[config.mk]
export PLATFORM = sky130hd
export DESIGN_NAME = relay_sequencer
export DESIGN_NICKNAME = d
export VERILOG_FILES = /design/src/rtl/relay_pkg.sv /design/src/rtl/relay_timer.sv /design/src/rtl/relay_sequencer.sv
export SDC_FILE = /design/constraint.sdc
export NUM_CORES = 1
export LEC_CHECK = 0
export CORE_MARGIN = 5
export CORE_UTILIZATION = 51
export CTS_BUF_LIST = sky130_fd_sc_hd__clkbuf_4
export CTS_CLUSTER_SIZE = 14
export DETAILED_ROUTE_END_ITERATION = 7
export GPL_TIMING_DRIVEN = 0
export PLACE_DENSITY = 0.84
export SYNTH_ARGS = -nofsm -noshare
export SYNTH_HDL_FRONTEND = slang
export SYNTH_SLANG_ARGS = --single-unit
export TNS_END_PERCENT = 10
[constraint.sdc]
create_clock -name clk -period 2.15 [get_ports clk]
set_input_delay 0.43 -clock clk [delete_from_list [all_inputs] [get_ports clk]]
set_output_delay 0.43 -clock clk [all_outputs]
set_load 0.02 [all_outputs]
[src/rtl/relay_pkg.sv]
// relay_pkg: shared types and constants for the latching-relay sequencer.
// Optional feature macro: RELAY_STARTUP_SWEEP_EN adds the SWEEP_NEXT state
// used by the power-on sweep of every relay to output mode.
package relay_pkg;

  localparam logic RELAY_DIR_OUT = 1'b1;
  localparam logic RELAY_DIR_IN  = 1'b0;

`ifdef RELAY_STARTUP_SWEEP_EN
  typedef enum logic [1:0] {
    ST_IDLE       = 2'd0,
    ST_PULSE      = 2'd1,
    ST_GAP        = 2'd2,
    ST_SWEEP_NEXT = 2'd3
  } relay_state_t;
`else
  typedef enum logic [1:0] {
    ST_IDLE  = 2'd0,
    ST_PULSE = 2'd1,
    ST_GAP   = 2'd2
  } relay_state_t;
`endif

  function automatic int relay_max(input int a, input int b);
    return (a > b) ? a : b;
  endfunction

endpackage

[src/rtl/relay_timer.sv]
// relay_timer: loadable down-counter with terminal-count flag. Holds at zero
// instead of wrapping, so tc stays asserted until the next load.
module relay_timer #(
  parameter int CNT_W = 21
) (
  input  logic             clk,
  input  logic             rst_n,
  input  logic             load,
  input  logic [CNT_W-1:0] load_value,
  output logic             tc
);

  logic [CNT_W-1:0] count;

  // Load has priority; otherwise count down and saturate at zero.
  always_ff @(posedge clk or negedge rst_n) begin
    if (!rst_n) begin
      count <= '0;
    end else if (load) begin
      count <= load_value;
    end else if (count != '0) begin
      count <= count - 1'b1;
    end
  end

  assign tc = (count == '0);

endmodule

[src/rtl/relay_sequencer.sv]
// relay_sequencer: drives NUM_RELAYS latching relays through H-bridges, one
// coil pulse at a time, each followed by a de-energized settle gap.
// Optional feature macro: RELAY_STARTUP_SWEEP_EN -- after reset, pulse every
// relay in order to output mode before accepting commands.
//
// state      | meaning
// IDLE       | waiting for a command, cmd_ready high
// PULSE      | coil of the latched relay energized for PULSE_CYCLES
// GAP        | all coils off for GAP_CYCLES, done strobes after it
// SWEEP_NEXT | (sweep build) pick the next relay of the startup sweep
module relay_sequencer
  import relay_pkg::*;
#(
  parameter int NUM_RELAYS   = 4,
  parameter int PULSE_CYCLES = 1048576,
  parameter int GAP_CYCLES   = 1048576,
  localparam int IDX_W = (NUM_RELAYS > 1) ? $clog2(NUM_RELAYS) : 1
) (
  input  logic                  clk,
  input  logic                  rst_n,
  input  logic                  cmd_valid,
  output logic                  cmd_ready,
  input  logic [IDX_W-1:0]      cmd_index,
  input  logic                  cmd_dir,
  output logic [NUM_RELAYS-1:0] relay_a,
  output logic [NUM_RELAYS-1:0] relay_b,
  output logic [NUM_RELAYS-1:0] relay_dir,
  output logic [NUM_RELAYS-1:0] relay_known,
  output logic                  busy,
  output logic                  done,
  output logic                  cmd_err
);

  localparam int CNT_W = $clog2(relay_max(PULSE_CYCLES, GAP_CYCLES) + 1);
  localparam logic [CNT_W-1:0] PULSE_LOAD = CNT_W'(PULSE_CYCLES - 1);
  localparam logic [CNT_W-1:0] GAP_LOAD   = CNT_W'(GAP_CYCLES - 1);

  relay_state_t state, state_nxt;
  logic [IDX_W-1:0] idx_q, idx_nxt;
  logic dir_q, dir_nxt;
  logic tmr_load, tmr_tc;
  logic [CNT_W-1:0] tmr_value;
  logic done_nxt, err_nxt;
  logic accept, in_range;
  logic [NUM_RELAYS-1:0] sel;

`ifdef RELAY_STARTUP_SWEEP_EN
  localparam int SW_W = $clog2(NUM_RELAYS + 1);
  logic [SW_W-1:0] sweep_idx, sweep_idx_nxt;
  logic sweep_on, sweep_on_nxt;
`endif

  assign cmd_ready = (state == ST_IDLE);
  assign busy      = (state != ST_IDLE);
  assign accept    = cmd_valid && cmd_ready;
  assign in_range  = (int'(cmd_index) < NUM_RELAYS);
  assign sel       = NUM_RELAYS'(1) << idx_q;

  // Only one side of one bridge is ever driven, and only during PULSE.
  assign relay_a = (state == ST_PULSE && dir_q == RELAY_DIR_IN)  ? sel : '0;
  assign relay_b = (state == ST_PULSE && dir_q == RELAY_DIR_OUT) ? sel : '0;

  relay_timer #(.CNT_W(CNT_W)) u_timer (
    .clk        (clk),
    .rst_n      (rst_n),
    .load       (tmr_load),
    .load_value (tmr_value),
    .tc         (tmr_tc)
  );

  // Next-state, timer loads and strobe requests.
  always_comb begin
    state_nxt = state;
    idx_nxt   = idx_q;
    dir_nxt   = dir_q;
    tmr_load  = 1'b0;
    tmr_value = PULSE_LOAD;
    done_nxt  = 1'b0;
    err_nxt   = 1'b0;
`ifdef RELAY_STARTUP_SWEEP_EN
    sweep_idx_nxt = sweep_idx;
    sweep_on_nxt  = sweep_on;
`endif
    case (state)
      ST_IDLE: begin
        if (accept) begin
          if (in_range) begin
            idx_nxt   = cmd_index;
            dir_nxt   = cmd_dir;
            tmr_load  = 1'b1;
            state_nxt = ST_PULSE;
          end else begin
            err_nxt = 1'b1;
          end
        end
      end
      ST_PULSE: begin
        if (tmr_tc) begin
          tmr_load  = 1'b1;
          tmr_value = GAP_LOAD;
          state_nxt = ST_GAP;
        end
      end
      ST_GAP: begin
        if (tmr_tc) begin
          done_nxt = 1'b1;
`ifdef RELAY_STARTUP_SWEEP_EN
          state_nxt = sweep_on ? ST_SWEEP_NEXT : ST_IDLE;
`else
          state_nxt = ST_IDLE;
`endif
        end
      end
`ifdef RELAY_STARTUP_SWEEP_EN
      ST_SWEEP_NEXT: begin
        if (int'(sweep_idx) < NUM_RELAYS) begin
          idx_nxt       = IDX_W'(sweep_idx);
          dir_nxt       = RELAY_DIR_OUT;
          tmr_load      = 1'b1;
          sweep_idx_nxt = sweep_idx + 1'b1;
          state_nxt     = ST_PULSE;
        end else begin
          sweep_on_nxt = 1'b0;
          state_nxt    = ST_IDLE;
        end
      end
`endif
      default: state_nxt = ST_IDLE;
    endcase
  end

  // State, latched command, strobes and per-relay direction tracking.
  always_ff @(posedge clk or negedge rst_n) begin
    if (!rst_n) begin
`ifdef RELAY_STARTUP_SWEEP_EN
      state <= ST_SWEEP_NEXT;
`else
      state <= ST_IDLE;
`endif
      idx_q       <= '0;
      dir_q       <= 1'b0;
      done        <= 1'b0;
      cmd_err     <= 1'b0;
      relay_dir   <= '0;
      relay_known <= '0;
    end else begin
      state   <= state_nxt;
      idx_q   <= idx_nxt;
      dir_q   <= dir_nxt;
      done    <= done_nxt;
      cmd_err <= err_nxt;
      // The relay has physically latched once its pulse completes.
      if (state == ST_PULSE && tmr_tc) begin
        relay_dir   <= (relay_dir & ~sel) | (dir_q ? sel : '0);
        relay_known <= relay_known | sel;
      end
    end
  end

`ifdef RELAY_STARTUP_SWEEP_EN
  // Startup sweep progress; cleared only by reset.
  always_ff @(posedge clk or negedge rst_n) begin
    if (!rst_n) begin
      sweep_idx <= '0;
      sweep_on  <= 1'b1;
    end else begin
      sweep_idx <= sweep_idx_nxt;
      sweep_on  <= sweep_on_nxt;
    end
  end
`endif

endmodule
======== After elaboration in Yosys (flattened, before gate mapping) ========
Cells that the tools add are included.
operators by class
  add/sub/neg operators ................... 1
  $mul .................................... 0
  div/mod/pow operators ................... 0
  magnitude comparators ................... 0
  equality and inequality tests ........... 5
  shifts and indexed selects .............. 1
  multiplexer cells ....................... 13
  bitwise gates (word level) .............. 5
  reductions and logical operators ........ 11
operators by type and width
  operator                                                                 number
  21-bit 2-to-1 mux                                                        2
  21-bit zero test                                                         1
  21-bit nonzero test                                                      1
  21-bit by 1-bit subtractor with 21-bit output, second input constant     1
  4-bit 2-to-1 mux                                                         3
  4-bit OR                                                                 2
  2-bit 2-to-1 mux                                                         3
  2-bit case mux with 3 select lines                                       1
  4-bit AND                                                                1
  1-bit logical AND                                                        4
  2-bit inequality test, second input constant                             2
  4-bit NOT                                                                1
  2-bit nonzero test                                                       2
  1-bit by 2-bit left shift with 4-bit output, first input constant        1
  1-bit 2-to-1 mux                                                         3
  3-bit AND reduction                                                      1
  2-bit by 1-bit == test with 1-bit output, second input constant          1
  2-bit == test, second input constant                                     1
  2-bit zero test                                                          1
  2-bit by 1-bit inequality test with 1-bit output, second input constant  1
  1-bit case mux with 2 select lines                                       1
  2-bit AND reduction                                                      1
  1-bit NOT                                                                1
storage, ports and cells
  flip-flop bits (word level) ............. 35
  latch bits .............................. 0
  RAM bits ................................ 0
  bits in read-only memories .............. 0
  input port bits ......................... 6
  output and inout bits ................... 20
  word-level logic and storage cells ...... 43
  memories kept ........................... 0

======== Longest topological paths before layout ========
  depth after elaboration ................. 5
  mapped depth ............................ 8
  mapped depth without buffers ............ 7

======== Hierarchy ========
A second synthesis with hierarchy kept.
second synthesis, totals
  cell total of the unflattened synthesis .. 188
  area total of the unflattened synthesis .. 1,925.6 µm²
by module, submodules not included
  module           instances  cells each  area an instance (µm²)  sequential area each (µm²)
  relay_timer      1          129         1,297.5                 525.5
  relay_sequencer  1          59          628.1                   350.3

======== Least setup slack after synthesis ========
Ideal clock, no wire load.
  path type ............................... reg2reg
  start point ............................. reg u_timer.count[0]
  end point ............................... reg (tool-made name)
  library setup time ...................... 128 ps
  arrival ................................. 1,958 ps
  data required time ...................... 2,022 ps
  slack ................................... 65 ps
  stages on the path, launching flop included .. 8
  buffers on the path ..................... 0
  clock period less this slack ............ 2,085 ps
  path through ............................ dfrtp_1 > inv_1 > ha_1 > or3b_2 > nor2_1 > nand4_4 > nor3_2 > mux2_1
RTL lines
  element                 line               source
  start, declared         relay_timer.sv:13  logic [CNT_W-1:0] count;
  start signal, assigned  relay_timer.sv:20  count <= load_value;
  start signal, assigned  relay_timer.sv:22  count <= count - 1'b1;

==> results.md <==
- The CTS H-tree depth is 2.
- Clock tree synthesis inserted a total of 5 buffers.
- The startpoint-to-endpoint class of the critical path is flop to flop.
- The number of nets in the finished design is 240.
- The initial antenna violation count came to 0.
- The number of buffers on the longest clock path is 2.
- The global routing met3 resource utilization is 3.597%.
- For this run, the number of Yosys warnings is 0.
- Clock-pin slew was measured on the worst setup and hold paths at 0.11 ns.
- The worst-case register-to-register setup slack is 0.002 ns.
- The number of global-route vias before repair is 1,604.
- The tightest min-delay check is of the input port to asynchronous set/reset pin type.
- The primary flip-flop cell chosen by synthesis mapping is sky130_fd_sc_hd__dfrtp_1.
- Across the VDD grid, the largest voltage drop is 0.0003268 V.
- The fraction of final layout cells with drive strength greater than 1 is 27.35%.
- The detail-routed via count per cell is 6.103.
- The count of routing violations after the opening detailed-route iteration is 164.
- The power share of the combinational group is 2.0%.
- The average instance in the mapped netlist occupies 9.774 um2.
- Of all flip-flops after synthesis, the portion carrying an async set or reset was 100.0%.
- Clock tree synthesis found a total of 35 sinks.
- Timing would allow up to 465.5 MHz.
- The number of non-filler instances in the completed layout is 282.
- For the worst setup path, the data required time is 2.39 ns.
- The die covers 4970 um2.
- The run finished with clean final reports.
- The post-synthesis share of cell area spent on full adders, half adders and majority gates is 0.6702%.
- The worst setup path is captured at a flop.
- The final number of hold-violating endpoints was 0.
- After layout, the worst setup slack is 0.001988 ns.
- Summed over its instances, the top area cell type makes up 46.92% of the synthesized netlist area.
- In this run the remaining antenna-violating nets after routing total 0.
- STA classifies the critical path startpoint as a flop.
- The number of cell instances on the worst register-to-register path is 5.
- After synthesis, the largest family of logic cells by area is simple AND/OR/NAND/NOR gates.
- The routing usage on met1 is 25.84%.
- The max-capacitance violation count is 0.
- The met2 track utilization from global routing is 30.56%.
- The total overflow reported by the global router is 0.
- The share of total power in the clock network is 40.2%.
- Power spread over the standard cell area amounts to 474.4 nW/um2.
- After routing the design area is 2402 um2.
- 26 I/O pins were placed.
- At the pin with the least slew margin, the transition time is 0.7637 ns.
- The average wire per cell in the routed design is 17.58 um.
- The synthesized netlist cell count is 191.
- Cells fill 66.62% of the core in the end.
- The summed negative setup slack over all endpoints is 0 ns.
- The floorplan row count is 22.
- The tightest slew margin relative to the limit is 49.09%.
- Summing the areas of all and, or, nand and nor instances in the mapped netlist gives 33.85% of the synthesized area.
- The wire-length estimate of the detail-placed layout is 3089 um.
- The filler cell count in the final layout is 257.
- The netlist area before placement is 1867 um2.
- From synthesis to final layout, the design area changed by 28.69%.
- The number of enable flip-flop cells after synthesis is 0.
- For this block, the routed nets add up to 4957 um of wire.
- Prior to clock tree synthesis, the placed netlist has a worst setup slack of -0.1780 ns.
- The hold buffer count at cts is 0.
- The post-placement cell area is 2162 um2.
- In this run, flip-flops and latches consume 57.7% of the power.
- The number of nets produced by synthesis is 198.
- The placer's final routability congestion estimate is 0.8982.
- Global routing used 19.27% of the available tracks.
- Of all cell types, the one taking the most synthesized area is sky130_fd_sc_hd__dfrtp_1.
- After Yosys synthesis, XOR and XNOR cells account for 0.4692% of the synthesized area.
- The maximum fanout along the worst path is 6.
- The number of slew-limit violations in the final report is 0.
- The clock period could shrink to 2.148 ns.
- In the synthesized netlist, mux cells make up 2.413% of the area.
- The most frequent standard cell in the layout excluding fill and tap cells is sky130_fd_sc_hd__dfrtp_1.
- Once the floorplan was initialized, standard cells occupied 51.77% of the core.
- Of the synthesized area, sequential elements account for 46.92%.
- Clock tree synthesis selected as its root buffer the cell sky130_fd_sc_hd__clkbuf_4.
- The startpoint identified for the worst register-to-register timing path is u_timer.count[15].
- Measured along the x axis, the die boundary spans 70.50 um.
- The number of placed instances with taps included is 263.
- The net switching share of the total power is 20.57%.
- The number of distinct library cell variants in the gate-level netlist after synthesis is 49.
- Setup repair after global routing could not meet its margin everywhere.
- In the post-synthesis netlist, the biggest area contributors are sky130_fd_sc_hd__dfrtp_1 47%, sky130_fd_sc_hd__nor4_1 4.7%, sky130_fd_sc_hd__nor3_1 4.3%.
- In this run the standard cell core region covers 3606 um2.
- The CTS tree is built.
- The number of buffer cells added on primary ports is 24.
- The worst path uses 99.91% of the clock period.
- The clock reaches the later pin of the worst-skew pair after 0.35 ns.
- The static leakage is 0.9838 nW.
- The number of design rule violations left after detail routing is 0.
- The critical path goes through or4_4 > nor3_4 > nand4_4 > nor3_4 > mux2_1.
- The compound-cell area share of the yosys netlist is 12.00%.
- The busiest layer in global routing is met2.
- The largest net degree at the start of global routing is 36.
- The internal power of the cells totals 0.0009051 W.
- The number of setup violations in the final report is 0.
- The count of TritonRoute iterations in the first routing pass is 4.
- The height of the die is 70.50 um.
- The clock skew after layout is 0.01089 ns.
- The delay of the slowest critical-path stage is 0.59 ns.
- The endpoint arrival time on the critical path is 2.39 ns.
- In the layout the commonest cells are 33 x sky130_fd_sc_hd__dfrtp_1, 16 x sky130_fd_sc_hd__nor3_1, 15 x sky130_fd_sc_hd__nand2_1, 15 x sky130_fd_sc_hd__clkdlybuf4s50_1, 14 x sky130_fd_sc_hd__buf_4.
- The flip-flop and latch count after synthesis is 35.
- Summed over all nets, the switching power comes to 0.0002345 W.
- The antenna diode count is 0.
- The wire length of the first global-routing pass is 7617 um.
- The cell type with the highest occurrence count on the critical path is sky130_fd_sc_hd__nor3_4.
- The routed layout has 1,721 vias.
- The worst-path cell with the longest stage delay is sky130_fd_sc_hd__or4_4.
-- power by group through the flow --
stage                     clock [W]  sequential, W  combinational [W]
after global routing       0.000494       0.000658          0.0000267
after detailed placement          0       0.000671          0.0000242
final                      0.000458       0.000658          0.0000233
after global placement            0       0.000671          0.0000251
after floorplan                   0       0.000671         0.00000300
after CTS                  0.000463       0.000658          0.0000242
-- stage by stage --
stage               total power (W)  hold slack, ns
finish                     0.001140          0.1508
floorplan                 0.0006739          0.1344
global route               0.001178          0.2072
global placement          0.0006959          0.4509
detailed placement        0.0006950          0.4526
CTS                        0.001145          0.1740
-- timing repair --
item / 4_1_cts / 5_1_grt
buffers inserted: 0 / 10
pin swaps: 0 / 7
gates cloned: 0 / 1
setup endpoints to repair: 27 / 28
resized for setup: 20 / 27
-- Yosys cell counts, drive strengths merged (2+ instances only) --
master / instances
a21o: 2
a21oi: 5
a311oi: 2
and3: 5
buf: 4
clkbuf: 5
dfrtp: 35
inv: 5
mux2: 4
nand2: 15
nand2b: 5
nand3: 7
nand4: 3
nor2: 16
nor3: 18
nor4: 16
nor4b: 2
o21ai: 10
o311ai: 3
o31ai: 3
o41ai: 2
or2: 4
or3: 3
or4: 4
-- kinds of logic (layout without fill, tap and decap cells) --
family,Yosys count,count (layout)
AOI/OAI and AO/OA,31,31
muxes,4,4
DFF,35,35
other,1,1
xor gates and xnor gates,1,1
buffers and inverters,14,56
and+or+nand+nor,104,105
adders and majority gates,1,1
-- how the worst max path moves through the flow --
stage	cells past startpoint	endpoint	startpoint
6_report	5	flop	u_timer.count[15]
5_1_grt	7	flop	u_timer.count[1]
4_1_cts	5	flop	u_timer.count[19]
3_5_place_dp	7	flop	u_timer.count[0]
3_3_place_gp	5	relay_b[0]	state[0]
2_1_floorplan	7	flop	u_timer.count[0]
-- per-layer routing --
layer | wire, um | up-vias | share of wire (%)
li1 | - | 807 | -
met1 | 2040 | 824 | 41
met2 | 2438 | 73 | 49
met3 | 353 | 17 | 7.1
met4 | 125 | 0 | 2.5
met5 | 0 | - | 0
-- worst max-delay path: cells and delay by family, from the launching register on --
family / cells / cell delay (ns)
flip-flops: 1 / 0.47
multiplexers: 1 / 0.33
AND/OR/NAND/NOR: 4 / 1.23
-- layout make-up --
| type | instances | area (um2) | share of cell area (%) |
|---|---|---|---|
| Multi-Input combinational cell | 143 | 1030 | 42.86 |
| Buffer | 9 | 50.05 | 2.083 |
| Sequential cell | 35 | 878.3 | 36.56 |
| Clock inverter | 3 | 38.79 | 1.615 |
| Clock buffer | 5 | 37.54 | 1.563 |
| Tap cell | 48 | 60.06 | 2.500 |
| Inverter | 5 | 18.77 | 0.7813 |
| Timing Repair Buffer | 34 | 289.0 | 12.03 |
(Power assumes the default switching activity.)
